<file path="config.mk">
export PLATFORM = sky130hd
export DESIGN_NAME = trig_delta_pulse_gen
export DESIGN_NICKNAME = d
export VERILOG_FILES = /design/src/rtl/trig_cdt_pkg.sv /design/src/rtl/trig_delta_pulse_gen.sv
export SDC_FILE = /design/constraint.sdc
export NUM_CORES = 1
export LEC_CHECK = 0
export CAP_MARGIN = 20
export CORE_MARGIN = 2
export CORE_UTILIZATION = 51
export DETAILED_ROUTE_END_ITERATION = 6
export GPL_TIMING_DRIVEN = 0
export PLACE_DENSITY = 0.85
export SLEW_MARGIN = 15
export SYNTH_ARGS = -nofsm -noshare
export SYNTH_HDL_FRONTEND = slang
export SYNTH_SLANG_ARGS = --single-unit
</file>
<file path="constraint.sdc">
create_clock -name clk -period 5.99 [get_ports clk]
set_input_delay 0.8985 -clock clk [delete_from_list [all_inputs] [get_ports clk]]
set_output_delay 0.8985 -clock clk [all_outputs]
set_load 0.03 [all_outputs]
</file>
<file path="src/rtl/trig_cdt_pkg.sv">
// Shared constants and types for the CDT trigger test path.
// Word widths match the ET and veto inputs of the trigger logic.
package trig_cdt_pkg;

    localparam int unsigned ET_W             = 17;
    localparam int unsigned ET_HIT_BIT       = 16;
    localparam int unsigned VETO_W           = 32;
    localparam int unsigned MIN_DELTA_PERIOD = 3;

    typedef enum logic [2:0] {
        ST_IDLE,
        ST_PRE,
        ST_PULSE,
        ST_GAP,
        ST_POST
    } delta_gen_state_t;

endpackage

</file>
<file path="src/rtl/trig_delta_pulse_gen.sv">
// Delta-pattern trigger stimulus: bursts of isolated ET/veto pulse words,
// each flanked by all-zero words, at a fixed period.
module trig_delta_pulse_gen
    import trig_cdt_pkg::*;
#(
    parameter int unsigned PERIOD_W = 16,
    parameter int unsigned NPULSE_W = 16
) (
    input  logic                clk,
    input  logic                rst,
    input  logic                in_live,
    input  logic                user_ena,
    input  logic                start,
    input  logic                stop,
    input  logic [15:0]         pulse_et,
    input  logic [31:0]         pulse_veto,
    input  logic [PERIOD_W-1:0] period,
    input  logic [NPULSE_W-1:0] npulse,
    output logic [ET_W-1:0]     out_et,
    output logic [VETO_W-1:0]   out_veto,
    output logic                out_strobe,
    output logic                busy,
    output logic                done,
    output logic [NPULSE_W-1:0] npulse_sent
);

    localparam logic [PERIOD_W-1:0] MIN_PERIOD = PERIOD_W'(MIN_DELTA_PERIOD);
    localparam logic [PERIOD_W-1:0] ONE_P      = PERIOD_W'(1);
    localparam logic [NPULSE_W-1:0] ONE_N      = NPULSE_W'(1);

    delta_gen_state_t    state_q, state_d;
    logic [15:0]         et_q, et_d;
    logic [VETO_W-1:0]   veto_q, veto_d;
    logic [PERIOD_W-1:0] per_q, per_d;
    logic [PERIOD_W-1:0] cnt_q, cnt_d;
    logic [NPULSE_W-1:0] npl_q, npl_d;
    logic [NPULSE_W-1:0] sent_q, sent_d, sent_inc;
    logic                fin_q, fin_d;
    logic [ET_W-1:0]     out_et_q, out_et_d;
    logic [VETO_W-1:0]   out_veto_q, out_veto_d;
    logic                out_strobe_q, out_strobe_d;
    logic                busy_q, busy_d;
    logic                done_q, done_d;

    always_comb begin
        state_d      = state_q;
        et_d         = et_q;
        veto_d       = veto_q;
        per_d        = per_q;
        cnt_d        = cnt_q;
        npl_d        = npl_q;
        sent_d       = sent_q;
        fin_d        = 1'b0;
        out_et_d     = '0;
        out_veto_d   = '0;
        out_strobe_d = 1'b0;
        busy_d       = 1'b0;
        done_d       = 1'b0;
        sent_inc     = (&sent_q) ? sent_q : sent_q + ONE_N;

        if (!in_live) begin
            state_d = ST_IDLE;
            sent_d  = '0;
        end else if (stop && state_q != ST_IDLE) begin
            state_d = ST_IDLE;
        end else begin
            // Output words are a registered image of the current state, so the
            // visible stream trails the state register by one clock.
            busy_d = (state_q != ST_IDLE);
            done_d = fin_q;
            case (state_q)
                ST_IDLE: begin
                    if (start && user_ena && !stop) begin
                        et_d    = pulse_et;
                        veto_d  = pulse_veto;
                        per_d   = (period < MIN_PERIOD) ? MIN_PERIOD : period;
                        npl_d   = npulse;
                        sent_d  = '0;
                        state_d = ST_PRE;
                    end
                end
                ST_PRE: state_d = ST_PULSE;
                ST_PULSE: begin
                    out_et_d[ET_HIT_BIT]     = 1'b1;
                    out_et_d[ET_HIT_BIT-1:0] = et_q;
                    out_veto_d               = veto_q;
                    out_strobe_d             = 1'b1;
                    sent_d                   = sent_inc;
                    cnt_d                    = per_q - ONE_P;
                    if (npl_q != '0 && sent_inc == npl_q) state_d = ST_POST;
                    else                                   state_d = ST_GAP;
                end
                ST_GAP: begin
                    cnt_d = cnt_q - ONE_P;
                    if (cnt_q == ONE_P) state_d = ST_PULSE;
                end
                ST_POST: begin
                    state_d = ST_IDLE;
                    fin_d   = 1'b1;
                end
                default: state_d = ST_IDLE;
            endcase
        end
    end

    always_ff @(posedge clk) begin
        if (rst) begin
            state_q      <= ST_IDLE;
            et_q         <= '0;
            veto_q       <= '0;
            per_q        <= '0;
            cnt_q        <= '0;
            npl_q        <= '0;
            sent_q       <= '0;
            fin_q        <= 1'b0;
            out_et_q     <= '0;
            out_veto_q   <= '0;
            out_strobe_q <= 1'b0;
            busy_q       <= 1'b0;
            done_q       <= 1'b0;
        end else begin
            state_q      <= state_d;
            et_q         <= et_d;
            veto_q       <= veto_d;
            per_q        <= per_d;
            cnt_q        <= cnt_d;
            npl_q        <= npl_d;
            sent_q       <= sent_d;
            fin_q        <= fin_d;
            out_et_q     <= out_et_d;
            out_veto_q   <= out_veto_d;
            out_strobe_q <= out_strobe_d;
            busy_q       <= busy_d;
            done_q       <= done_d;
        end
    end

    assign out_et      = out_et_q;
    assign out_veto    = out_veto_q;
    assign out_strobe  = out_strobe_q;
    assign busy        = busy_q;
    assign done        = done_q;
    assign npulse_sent = sent_q;

endmodule

</file>
Word-level counts from Yosys, hierarchy flattened:

Index checks and enable logic that the tools add are counted.

* output and inout port bits: 68
* register bits: 168

* eq/ne operators: 8
* reduce and logical (&&, ||, !) cells: 18
* bitwise operators: 3
* add/subtract/negate cells: 3
* multiplexer cells: 12
* $lt $le $gt $ge: 1

Operators with widths (number)
* case mux 16 bit (2 select lines): 2
* two-way mux 16 bit: 3
* subtractor 16 x 1 -> 16 bit (second input constant): 2
* two-way mux 17 bit: 1
* adder 16 x 1 -> 16 bit (second input constant): 1
* == test 16 x 1 -> 1 bit (second input constant): 1
* == test 16 bit: 1
* less-than comparator 16 x 2 -> 1 bit (second input constant): 1
* AND reduction 16 bit: 1
* nonzero test 16 bit: 1
* case mux 3 bit (4 select lines): 1
* two-way mux 3 bit: 3
* == test 3 x 2 -> 1 bit (second input constant): 2
* AND reduction 3 bit: 2
* logical AND 1 bit: 4
* inequality test 2 bit (second input constant): 2
* AND reduction 4 bit: 1
* nonzero test 2 bit: 2
* OR reduction 4 bit: 1
* == test 3 x 1 -> 1 bit (second input constant): 1
* == test 3 bit (second input constant): 1
* logical NOT 3 bit: 1
* NOT 1 bit: 3
* nonzero test 3 bit: 1
* other kinds (5): 6

Logic depth before layout (Yosys ltp):

Gate-level depths: netlist of the first run.

* depth in word-level cells: 6
* gate-level depth with buffers: 10
* mapped depth without buffers: 10

Least setup slack after synthesis of the first run:

OpenSTA, ideal clock, no wires.

* path kind: flip-flop to flip-flop
* start: register sent_q[9], in the netlist npulse_sent[9]
* end: register state_q[0]
* stages on the path, launching flop included: 10
* slack: 3.342 ns
* path buffers: 1
* data arrival time: 2.517 ns
* clock period less this slack: 2.648 ns
* cells stage by stage: dfxtp_1 buf_2 nand4_4 or4_4 o21ai_1 a21oi_2 xnor2_1 or3_4 o31ai_1 a221oi_1

* cells in the longest elaborated chain, start to end: 6
* elaborated cells between the ends (all ways): 7

Ends and longest elaborated chain
* start, declared: RTL line trig_delta_pulse_gen.sv:37 `logic [NPULSE_W-1:0] sent_q, sent_d, sent_inc;`
* start signal, assigned: RTL line trig_delta_pulse_gen.sv:128 `sent_q <= sent_d;`
* adder 16 x 1 -> 16 bit or AND reduction 16 bit (tied branches): RTL line trig_delta_pulse_gen.sv:59 `sent_inc = (&sent_q) ? sent_q : sent_q + ONE_N;`
* two-way mux 16 bit (*): RTL line trig_delta_pulse_gen.sv:59
* == test 16 bit (*): RTL line trig_delta_pulse_gen.sv:90 `if (npl_q != '0 && sent_inc == npl_q) state_d = ST_POST;`
* logical AND 1 bit (*): RTL line trig_delta_pulse_gen.sv:90
* two-way mux 3 bit (*): RTL line trig_delta_pulse_gen.sv:90
* case mux 3 bit (4 select lines) (*): RTL line trig_delta_pulse_gen.sv:71 `case (state_q)`
* end signal, assigned: RTL line trig_delta_pulse_gen.sv:122 `state_q <= state_d;`
* end, declared: RTL line trig_delta_pulse_gen.sv:31 `delta_gen_state_t state_q, state_d;`

Mark *: on every way between the ends. The rest lies on a longest branch, timed or not.
A chain may end at the register's enable or synchronous reset.

Worst setup path in the final report of the first run:

* start: input start
* end: register npl_q[0]

* cells in the longest elaborated chain, start to end: 3

Ends and longest elaborated chain
* start, declared: RTL line trig_delta_pulse_gen.sv:13 `input logic start,`
* logical AND 1 bit (2 in series): RTL line trig_delta_pulse_gen.sv:73 `if (start && user_ena && !stop) begin`
* AND reduction 4 bit (no line)
* end signal, assigned: RTL line trig_delta_pulse_gen.sv:127 `npl_q <= npl_d;`
* end, declared: RTL line trig_delta_pulse_gen.sv:36 `logic [NPULSE_W-1:0] npl_q, npl_d;`

Every way passes these cells.

==> results.md, run 1 <==
- Die Width: 121 µm
- Synth cell types: 60
- Setup CP Type: input port to flop
- Row cnt: 42
- Hold buffer count at CTS: 0
- Slew headroom: 0.405
- Core area: 13300 µm²
- Top-Level Pins: 154
- Post-route DRC: 0
- Setup TNS: 0 ns
- DP HPWL: 13900 µm
- Synthesized Nets: 965
- Iteration-0 DRC count of the detailed router: 667
- Critical path cell sequence: clkdlybuf4s50_1 -> nand2_1 -> nor3_2 -> clkbuf_1 -> buf_1 -> nand2_1 -> a21oi_1
- Reg2reg path depth: 9
- Hold Path Origin: fin_q$_SDFF_PP0_
- Ys Warns: 0
- Clk_lat worst skew: 0.42 ns
- R2R Setup Slk: 3.00 ns
- Ys flop type: dfxtp_1
- CTS max path bufs: 2
- Req. time, crit path: 6.34 ns
- Utilization after layout: 0.700
- Clock Skew: 0.0108 ns
- Synth Cell Area: 7030 µm²
- Critical Path End Type: flop
- Via count: 6851
- Vias in the first global route: 6354
- Fin Hold WS: 0.422 ns
- Final wirelength: 19200 µm
- N_diodes: 0
- Leakage: 3.45 nW
- TritonCTS buffer count: 17
- GRT overflow: 0
- Synth top cells by count: 201 x nand2_1, 167 x dfxtp_1, 112 x a21oi_1, 52 x and3_1, 52 x clkbuf_1
- Worst-path clk slew: 0.06 ns
- Least-Margin Pin Slew: 0.884 ns
- Final Hold Viols: 0
- Mean Syn Cell Area: 8.04 µm²
- Period minus WS final: 3.04 ns
- Reg-to-Reg End: state_q[0]$_SDFFE_PP0P_
- Hold EP: done$_SDFF_PP0_
- Outcome: complete, no violations
- VDD IR max: 0.214 mV
- Yosys reg bits: 167
- Largest area contributor in the netlist: dfxtp_1
- WP data arrival: 3.39 ns
- Fmax: 0.329 GHz
- Most frequent cell after synthesis: nand2_1
- Synth Instances: 875
- WL/cell: 15.6 µm
- Period utilization: 0.508
- Die area: 14700 µm²
- Hold Path Depth: 2
- FFs w/ async S/R, synth: 0
- Master of the slowest instance on the critical path: nor3_2
- # resized after CTS: 0
- CTS sink count: 167
- Max-Cap Viols: 0
- Fin. max-slew vios: 0
- Port Buffers: 151
- RSZ-0062 raised after global routing: false
- CTS tree: yes
- Gpl congestion: 0.927
- Layout cells sized above 1: 0.0473
- Nets: 1135
- Detail Route Antenna Nets: 0
- Global-route wire length before repair: 30500 µm
- Vias per inst: 5.56
- Area grow syn2layout: 32.8%
- Setup-failing EPs final: 0
- Initial core utilization: 0.527
- H-tree depth: 4
- DRT Pass-1 Iters: 5
- GRT Util Overall: 0.261
- Die height: 121 µm
- Crit-path max FO: 10
- Share of the synthesized area in the top cell type: 0.475
- Largest net degree at the start of global routing: 17
- FILL cells: 1155
- Post-synth EDFFs: 0
- Root Buffer: clkbuf_16
- Slowest stage delay, CP: 0.70 ns
- Worst min-delay path category: flop to flop
- Post-CTS Setup Repair Bufs: 0
- Synth area leaders: dfxtp_1 48%, nand2_1 11%, a21oi_1 8.0%, and3_1 4.6%, clkbuf_1 2.8%
- Worst r2r src: npulse_sent[1]$_SDFFE_PP0P_
- CP Launch Type: input port
- Initial antenna violation count: 0
- PD cells: 251 nW/µm²
- Cell mode on critical path: nand2_1
- Sequential share of the synthesized area: 0.475
==> where the power goes <==
| group | internal [mW] | total, mW | switching [mW] |
|---|---|---|---|
| registers | 1.12 | 1.13 | 0.00917 |
| logic | 0.0857 | 0.166 | 0.0803 |
| clock network | 0.591 | 1.05 | 0.456 |
==> registers in the layout, indices dropped and copies added, names as in the netlist, 3 cells and up <==
register / flops
veto_q: 32
out_et: 17
cnt_q: 16
et_q: 16
npl_q: 16
out_veto: 32
state_q: 3
per_q: 16
npulse_sent: 16
==> critical path: cells and delay by family <==
kind | cells | cell delay, ns
buffers and inverters | 3 | 1.42
AND/OR/NAND/NOR | 3 | 0.94
AO/OA/AOI/OAI | 1 | 0.13
==> logic make-up after synthesis <==
logic type,Yosys count,synth area share
buffers and inverters,74,0.0415
multiplexers,2,0.00285
XOR/XNOR,29,0.0361
AO/OA/AOI/OAI,197,0.161
flip-flops,167,0.475
AND/OR/NAND/NOR,402,0.276
adder cells (fa/ha/maj),4,0.00712
==> routing by layer <==
metal / vias up / track usage / wire [µm] / part of all wire
met5: - / 0 / 0 / 0
met4: 0 / 0.0948 / 389 / 0.020
met3: 28 / 0.0461 / 1080 / 0.056
met2: 261 / 0.423 / 9130 / 0.47
met1: 3175 / 0.348 / 8630 / 0.45
li1: 3387 / - / - / -
==> layout by cell type (no fill, tap or decap), types with 3 or more instances in the layout <==
master and instances:
o31ai_1 5, clkbuf_16 17, nand2_1 201, o21ai_0 33
nor2_1 38, or3_1 10, nor3_1 20, clkinv_4 4
inv_1 12, buf_2 7, a211oi_1 8, nor2b_1 5
o211ai_1 5, clkdlybuf4s50_1 151, or4_1 4, xnor2_1 21
nand3_1 18, a22oi_1 4, and3_1 52, a31oi_1 5
ha_1 4, nand2b_1 8, inv_6 4, nand4_1 10
xor2_1 8, clkbuf_1 54, nor3_2 3, nor4_1 16
a311oi_1 3, a21oi_1 112, dfxtp_1 167, and4_1 4
==> metrics by stage <==
stage	worst slack, ns	power (mW)	cell area, µm²	instances
2_1_floorplan	3.34	1.23	7030	875
3_3_place_gp	2.13	1.32	8760	1202
4_1_cts	2.97	2.35	9340	1233
5_1_grt	2.78	2.42	9340	1233
6_report	2.95	2.34	9340	1233
3_5_place_dp	2.53	1.32	8770	1202
==> worst max path at each step <==
stage	slack (ns)	depth (start not counted)	endpoint	startpoint
2_1_floorplan	3.34	9	state_q[0]$_SDFFE_PP0P_	npulse_sent[9]$_SDFFE_PP0P_
3_3_place_gp	2.13	7	npl_q[1]$_SDFFE_PP0P_	start
3_5_place_dp	2.53	7	npl_q[0]$_SDFFE_PP0P_	start
4_1_cts	2.97	7	npl_q[0]$_SDFFE_PP0P_	start
5_1_grt	2.78	7	et_q[14]$_SDFFE_PP0P_	start
6_report	2.95	7	npl_q[0]$_SDFFE_PP0P_	start
==> area by class of cell <==
type                    count  area [µm²]  area share
plain buffers              62         246      0.0264
flip-flops and latches    167        3340       0.358
well taps                 176         220      0.0236
repair buffers            151        1510       0.162
multi-input cells         634        3410       0.365
inverters                  12        45.0     0.00482
clock buffers              20         447      0.0478
clock inverters            11         116      0.0125
Note: power is estimated with default switching activity, not from simulation.
==> run 2: changes to the inputs <==
==> constraint.sdc (replaced) <==
create_clock -name clk -period 3 [get_ports clk]
set_input_delay 0.45 -clock clk [delete_from_list [all_inputs] [get_ports clk]]
set_output_delay 0.45 -clock clk [all_outputs]
set_load 0.03 [all_outputs]
==> run 2 against run 1 <==
Net effect: critical path depth is 2 higher; first-iteration DRC count grew 2.2%; register-to-register slack lost 2.9 ns; total power increased by 100%; sequential share of layout area is essentially flat; die area stayed put; global-route usage stayed put; non-clock buffer count did not move; largest power group unchanged; count of clock-buffer cells in the layout unchanged; wire length hardly changed.
==> results.md, run 2 (synthesis gave the netlist of run 1 again) <==
- Top-Level Pins: 154
- Non-filler cells, final: 1233
- Hold buffer count at CTS: 0
- Gate power share: 0.071
- GRT Util Overall: 0.261
- Req. time, crit path: 3.30 ns
- VDD IR max: 0.428 mV
- Post-Place Cells: 1202
- Row cnt: 42
- # resized after CTS: 0
- Setup TNS: 0 ns
- Placed Area: 8770 µm²
- Vias per inst: 5.55
- Period utilization: 0.954
- CTS tree: yes
- CTS sink count: 167
- Outcome: complete, no violations
- Global-route wire length before repair: 30500 µm
- Least-Margin Pin Slew: 0.898 ns
- Sequential Power Share: 0.483
- TritonCTS buffer count: 17
- Master of the slowest instance on the critical path: dfxtp_1
- Iteration-0 DRC count of the detailed router: 682
- Clock Skew: 0.00732 ns
- Worst-path clk slew: 0.06 ns
- RSZ-0062 raised after global routing: false
- CTS max path bufs: 2
- Initial antenna violation count: 0
- Die height: 121 µm
- Internal Pwr Total: 3.59 mW
- FILL cells: 1156
- Slowest stage delay, CP: 0.46 ns
- WP data arrival: 3.16 ns
- Port Buffers: 151
- Via count: 6837
- DRT Pass-1 Iters: 5
- Critical Path End Type: flop
- Power Total: 4.68 mW
- Max-Cap Viols: 0
- Most common cell after layout, fill and taps aside: nand2_1
- Nets: 1135
- Critical path cell sequence: ha_1 -> and4_1 -> nand4_1 -> nand3_1 -> o211ai_1 -> a2111oi_1 -> nand3_2 -> o31ai_1 -> a221oi_1
- CP Launch Type: flop
- Vias in the first global route: 6354
- Fmax: 0.349 GHz
- Post-route DRC: 0
- Layout cells sized above 1: 0.0473
- Die area: 14700 µm²
- Crit-path max FO: 7
- DP HPWL: 13900 µm
- Fin. max-slew vios: 0
- Highest-count cells in the layout ignoring fill and taps: 201 x nand2_1, 167 x dfxtp_1, 151 x clkdlybuf4s50_1, 112 x a21oi_1, 54 x clkbuf_1
- N_diodes: 0
- Gpl congestion: 0.927
- Initial core utilization: 0.527
- Slew headroom: 0.396
- Core area: 13300 µm²
- H-tree depth: 4
- Worst min-delay path category: input port to flop
- Final wirelength: 19200 µm
- Switching part of the total: 0.232
- Setup CP Type: flop to flop
- WL/cell: 15.6 µm
- Die Width: 121 µm
- Clock power share: 0.446
- Area grow syn2layout: 32.9%
- Detail Route Antenna Nets: 0
- Largest net degree at the start of global routing: 17
- Sw Pwr: 1.09 mW
- Post-CTS Setup Repair Bufs: 0
- Root Buffer: clkbuf_16
- Clk_lat worst skew: 0.42 ns
- Leakage: 3.45 nW
- Fin area: 9350 µm²
- Period minus WS final: 2.86 ns
- PD cells: 501 nW/µm²
- GRT overflow: 0
- Setup-failing EPs final: 0
- Final Hold Viols: 0
## run 2: cell counts in the layout (fill, tap and decap cells not counted)
No cell type changed its count.
## run 2: layout make-up
type                    count  area [µm²]  area share
plain buffers              62         246      0.0264
clock buffers              20         447      0.0478
clock inverters            11         116      0.0125
inverters                  12        45.0     0.00482
multi-input cells         634        3420       0.366
flip-flops and latches    167        3340       0.358
well taps                 176         220      0.0236
repair buffers            151        1510       0.162
## run 2: power by group through the flow
stage	registers (mW)	clock network [mW]	logic [mW]
detailed placement	2.31	0	0.328
CTS	2.26	2.10	0.330
global placement	2.31	0	0.320
floorplan	2.30	0	0.162
finish	2.26	2.09	0.333
global route	2.26	2.20	0.365
## run 2: through the flow
stage / worst slack, ns / hold WS (ns) / util
6_report: 0.137 / 0.421 / 0.700
3_5_place_dp: -0.0119 / 0.414 / 0.657
4_1_cts: 0.120 / 0.402 / 0.700
5_1_grt: 0.0541 / 0.459 / 0.700
3_3_place_gp: -0.413 / 0.405 / 0.657
2_1_floorplan: 0.352 / 0.397 / -
## run 2: final timing paths
path                                                   from                      end  slack (ns)  depth (start not counted)
worst min register to register             fin_q$_SDFF_PP0_          done$_SDFF_PP0_        0.42                          2
worst min-delay path                                   stop          done$_SDFF_PP0_        0.42                          2
worst max-delay path            npulse_sent[1]$_SDFFE_PP0P_  state_q[0]$_SDFFE_PP0P_        0.14                          9
worst max register to register  npulse_sent[1]$_SDFFE_PP0P_  state_q[0]$_SDFFE_PP0P_        0.14                          9
## run 2: worst max-delay path, delay by kind of cell, from the launching register on
kind / cells / cell delay, ns
flip-flops: 1 / 0.46
AO/OA/AOI/OAI: 4 / 0.93
AND/OR/NAND/NOR: 4 / 1.07
adder cells (fa/ha/maj): 1 / 0.29
## run 2: layer usage
layer  share of wire  GRT usage  vias to the layer above
li1                -          -                     3385
met4           0.021     0.0948                        0
met3           0.064     0.0461                       31
met2            0.48      0.423                      253
met5               0          0                        -
met1            0.44      0.348                     3168
